`src/rtl/result_pkg.sv`:
```
// Shared encodings and limits for the result collector: FSM states,
// slot indices in display order and the saturation bounds.
package result_pkg;

  typedef enum logic [1:0] {
    ST_IDLE = 2'd0,
    ST_LOAD = 2'd1,
    ST_DONE = 2'd2
  } state_t;

  localparam int unsigned N_SLOTS = 8;

  localparam int unsigned SLOT_C9_11 = 0;
  localparam int unsigned SLOT_C9_12 = 1;
  localparam int unsigned SLOT_C9_21 = 2;
  localparam int unsigned SLOT_C9_22 = 3;
  localparam int unsigned SLOT_C4_11 = 4;
  localparam int unsigned SLOT_C4_12 = 5;
  localparam int unsigned SLOT_C4_21 = 6;
  localparam int unsigned SLOT_C4_22 = 7;

  localparam logic [7:0] SAT_MIN = 8'd0;
  localparam logic [7:0] SAT_MAX = 8'd255;

endpackage

```
`src/rtl/result_saturator.sv`:
```
// Clamps a signed two's-complement sample into the unsigned 0..255 range
// used by the display result registers.
module result_saturator
  import result_pkg::*;
#(
  parameter int IN_W = 12
) (
  input  logic [IN_W-1:0] in_data,
  output logic [7:0]      sat_data
);

  // Sign bit means negative; any set bit between the sign and bit 8 means > 255.
  always_comb begin
    sat_data = in_data[7:0];
    if (in_data[IN_W-1]) begin
      sat_data = SAT_MIN;
    end else if (|in_data[IN_W-2:8]) begin
      sat_data = SAT_MAX;
    end
  end

endmodule

```
`src/rtl/result_collector.sv`:
```
// Collects eight saturated results over a valid/ready stream into the fixed
// display register bank and reports completion and overflow.
module result_collector
  import result_pkg::*;
#(
  parameter int IN_W = 12
) (
  input  logic            clk_1hz,
  input  logic            resetn,
  input  logic            start,
  input  logic            in_valid,
  input  logic [IN_W-1:0] in_data,
  output logic            in_ready,
  output logic [7:0]      c9_11,
  output logic [7:0]      c9_12,
  output logic [7:0]      c9_21,
  output logic [7:0]      c9_22,
  output logic [7:0]      c4_11,
  output logic [7:0]      c4_12,
  output logic [7:0]      c4_21,
  output logic [7:0]      c4_22,
  output logic [3:0]      count,
  output logic            done,
  output logic            err
);

  state_t     state_q;
  state_t     state_d;
  logic [7:0] slot_q [N_SLOTS];
  logic [7:0] sat_data;
  logic       clear_load;
  logic       write_slot;
  logic       set_err;

  result_saturator #(.IN_W(IN_W)) u_sat (
    .in_data (in_data),
    .sat_data(sat_data)
  );

  // start always wins over a concurrent sample or overflow flag.
  always_comb begin
    state_d    = state_q;
    clear_load = 1'b0;
    write_slot = 1'b0;
    set_err    = 1'b0;
    case (state_q)
      ST_IDLE: begin
        if (start) begin
          clear_load = 1'b1;
          state_d    = ST_LOAD;
        end
      end
      ST_LOAD: begin
        if (start) begin
          clear_load = 1'b1;
        end else if (in_valid) begin
          write_slot = 1'b1;
          if (count == 4'(N_SLOTS - 1)) begin
            state_d = ST_DONE;
          end
        end
      end
      ST_DONE: begin
        if (start) begin
          clear_load = 1'b1;
          state_d    = ST_LOAD;
        end else if (in_valid) begin
          set_err = 1'b1;
        end
      end
      default: state_d = ST_IDLE;
    endcase
  end

  always_ff @(posedge clk_1hz or posedge resetn) begin
    if (resetn) begin
      state_q <= ST_IDLE;
      for (int i = 0; i < N_SLOTS; i++) slot_q[i] <= '0;
      count   <= '0;
      err     <= 1'b0;
    end else begin
      state_q <= state_d;
      if (clear_load) begin
        for (int i = 0; i < N_SLOTS; i++) slot_q[i] <= '0;
        count <= '0;
        err   <= 1'b0;
      end else begin
        if (write_slot) begin
          slot_q[count[2:0]] <= sat_data;
          count              <= count + 4'd1;
        end
        if (set_err) begin
          err <= 1'b1;
        end
      end
    end
  end

  assign in_ready = (state_q == ST_LOAD);
  assign done     = (state_q == ST_DONE);

  assign c9_11 = slot_q[SLOT_C9_11];
  assign c9_12 = slot_q[SLOT_C9_12];
  assign c9_21 = slot_q[SLOT_C9_21];
  assign c9_22 = slot_q[SLOT_C9_22];
  assign c4_11 = slot_q[SLOT_C4_11];
  assign c4_12 = slot_q[SLOT_C4_12];
  assign c4_21 = slot_q[SLOT_C4_21];
  assign c4_22 = slot_q[SLOT_C4_22];

endmodule

```
`config.mk`:
```
export PLATFORM = sky130hd
export DESIGN_NAME = result_collector
export DESIGN_NICKNAME = d
export VERILOG_FILES = /design/src/rtl/result_pkg.sv /design/src/rtl/result_saturator.sv /design/src/rtl/result_collector.sv
export SDC_FILE = /design/constraint.sdc
export NUM_CORES = 1
export LEC_CHECK = 0
export CAP_MARGIN = 20
export CORE_MARGIN = 2
export CORE_UTILIZATION = 28
export DETAILED_ROUTE_END_ITERATION = 10
export PLACE_DENSITY = 0.63
export SYNTH_ARGS = -nofsm -noshare
export SYNTH_HDL_FRONTEND = slang
export SYNTH_SLANG_ARGS = --single-unit
```
`constraint.sdc`:
```
create_clock -name clk_1hz -period 5.7 [get_ports clk_1hz]
set_clock_uncertainty 0.15 [all_clocks]
set_input_delay 0.855 -clock clk_1hz [delete_from_list [all_inputs] [get_ports clk_1hz]]
set_output_delay 0.855 -clock clk_1hz [all_outputs]
set_load 0.02 [all_outputs]
```
==> results.sh <==
export IMPL_max_slew_margin_pct=38.6
export IMPL_dp_slack_ns=2.66
export IMPL_ir_drop_uv=115
export IMPL_worstMarginPinSlew_ns=0.921
export IMPL_cts_tree="done"
export IMPL_row_count=38
export IMPL_gp_congestion=0.732
export IMPL_fin_nets=363
export IMPL_dpl_cell_count=475
export IMPL_clockBufferDepth=2
export IMPL_dieArea_sq_um=12200
export IMPL_synth_net_count=282
export IMPL_insertion_delay_ns=0.32
export IMPL_antenna_found_initial=0
export IMPL_end_kind="output port"
export IMPL_rsz0062_at_grt="no"
export IMPL_drc=0
export IMPL_wire_per_inst_microns=17.2
export IMPL_final_core_util_pct=39.8
export IMPL_layout_commonest_cell="clkdlybuf4s50_1"
export IMPL_clkTransAtPathRegs_ns=0.05
export IMPL_synthTopCellsByArea="dfrtp_1 56%, mux2i_1 20%, nand2_1 8.0%"
export IMPL_post_cts_resized=0
export IMPL_layout_drive_gt1_share_pct=8.62
export IMPL_synth_avg_cell_area_sq_um=12.0
export IMPL_crit_buf_inv=1
export IMPL_postCtsSetupBuffers=0
export IMPL_path_cells="nor2b_1 > clkdlybuf4s50_1"
export IMPL_slowest_stage="clkdlybuf4s50_1"
export IMPL_cts_hold_buf=0
export IMPL_period_minus_slack_ns=2.80
export IMPL_outcome="finished, final reports clean"
export IMPL_first_pass_iters=5
export IMPL_grt_max_degree=72
export IMPL_yosys_area_share_xor_xnor_pct=0
export IMPL_synth_compound_area_share_pct=4.91
export IMPL_hold_viol_final=0
export IMPL_synthDominantCellAreaShare_pct=55.8
export IMPL_yosys_warnings=0
export IMPL_synthSimpleGateAreaFrac_pct=14.1
export IMPL_fin_cells=488
export IMPL_synth_top_family_by_area="multiplexers"
export IMPL_required_ns=4.70
export IMPL_grt_pass1_vias=2441
export IMPL_grt_pass1_wl_mm=13.7
export IMPL_die_h_microns=111
export IMPL_netlist_area_sq_um=3180
export IMPL_fin_crit_sh_pct=49.1
export IMPL_portBuffers=86
export IMPL_die_w_microns=111
export IMPL_diodes=0
export IMPL_cp_max_fo=9
export IMPL_ys_seq_elements=71
export IMPL_setup_tns_ns=0
export IMPL_antenna_left=0
export IMPL_grt_overflow=0
export IMPL_critical_path_class="flip-flop to output port"
export IMPL_synth_top_cell_by_area="dfrtp_1"
export IMPL_setup_viol=0
export IMPL_crit_family="buffers and inverters"
export IMPL_track_usage_pct=14.2
export IMPL_core_area_sq_um=11000
export IMPL_synth_mux_area_share_pct=20.8
export IMPL_clock_sinks=71
export IMPL_routed_via_density=4.67
export IMPL_timing_fmax_ghz=0.357
export IMPL_critPathArrivalTime_ns=1.79
export IMPL_synth_cells=265
export IMPL_maxCapViolations=0
export IMPL_synth_fa_ha_area_share_pct=0.393
export IMPL_area_growth_syn_to_layout_pct=37.3
export IMPL_p_leak_nw=2.02
export IMPL_routed_wirelength_mm=8.39
export IMPL_yosysUniqueCellTypes=32
export IMPL_p_per_area_nw_per_um2=258
export IMPL_crit_path_max_incr_delay_ns=0.64
export IMPL_drtIter0Drc=122
export IMPL_seq_area_frac_synth_pct=55.8
export IMPL_io_pins=87
export IMPL_mostFrequentLayoutCells="86 x clkdlybuf4s50_1, 71 x dfrtp_1, 68 x nand2_1"
export IMPL_worst_slack_ns=2.90
export IMPL_vias=2280
export IMPL_start_kind="flip-flop"
export IMPL_drv_slew=0
export IMPL_cts_htree_levels=3
export IMPL_power_total_w=0.00113
export IMPL_cts_buffers=9
export IMPL_dpl_hpwl_mm=5.56
export IMPL_initial_utilization_pct=29.0
export IMPL_holdCritPathClass="flip-flop to flip-flop"
export IMPL_cts_root_buf="clkbuf_16"
cells in the mapped netlist:
master	instances
a32oi_1	2
a21oi_1	2
inv_1	3
mux2i_1	65
nand2_1	68
clkbuf_1	4
nand3_2	2
a22o_1	2
dfrtp_1	71
nand2b_1	1
mux2_2	1
and2_0	1
o21ai_0	1
and4b_1	3
buf_2	8
nand4_1	1
o22ai_1	1
nor2b_1	1
ha_1	1
nor3b_4	1
nor4b_1	1
a21bo_2	1
nand3_1	4
o21bai_2	8
buf_6	4
or3_1	1
buf_4	2
nand4_4	1
nor2_1	1
and4_1	1
nand4b_1	1
nor4b_4	1
worst register-to-register path, stage by stage, from the launching register on:
cell and delay (ns):
dfrtp_1 0.63, and2_0 0.45, nand4b_1 0.57, mux2i_1 0.33
registers in the layout, indices dropped and copies added, names as in the netlist, 2 cells and up:
name / flops
c4_11: 8
c4_22: 8
count: 4
state_q: 2
c4_21: 8
c9_21: 8
c4_12: 8
c9_11: 8
c9_12: 8
c9_22: 8
cells by family (layout without fill, tap and decap cells):
kind of cell	count (synthesis)	in the layout
AOI/OAI and AO/OA	17	17
adders and majority gates	1	1
buffers and inverters	21	104
DFF	71	71
muxes	66	66
and+or+nand+nor	89	89
routing by layer:
metal / GRT usage, % / part of all wire [%] / routed length [microns]
met3: 4.88 / 5.4 / 455
met1: 19.1 / 47 / 3930
met5: 0 / 0 / 0
met4: 3.25 / 0.75 / 63
met2: 22.0 / 47 / 3950
power breakdown:
group	switching, W	leakage [nW]	internal, W
clock network	0.000192	0.127	0.000297
logic	0.0000656	0.916	0.0000451
registers	0.0000122	0.980	0.000515
layout make-up:
cell class                 instances  area [sq um]
clock inverter                     2          10.0
timing repair buffer              88           876
clock buffer                      11           243
tap                              140           175
inverter                           3          11.3
fill                            1042          6610
multi-input combinational        173          1280
sequential                        71          1780
path summary, 6_finish.rpt:
path | startpoint | endpoint | slack (ns) | cells past startpoint
min in group asynchronous | resetn | c9_21[2] | 0.97 | 3
hold reg to reg | count[3] | count[3] | 0.37 | 1
setup reg to reg | state_q[0] | c4_21[1] | 3.50 | 3
setup / recovery | state_q[1] | done | 2.90 | 2
max in group asynchronous | resetn | state_q[0] | 3.83 | 3
hold / removal | count[3] | count[3] | 0.37 | 1
metrics by stage:
| stage | cell area [sq um] | hold WS, ns |
|---|---|---|
| global route | 4370 | 0.397 |
| CTS | 4370 | 0.375 |
| detailed placement | 4120 | 0.365 |
| global placement | 4120 | 0.361 |
| floorplan | 3180 | 0.445 |
| finish | 4370 | 0.373 |
No activity file was read; power rests on OpenSTA's default activity.
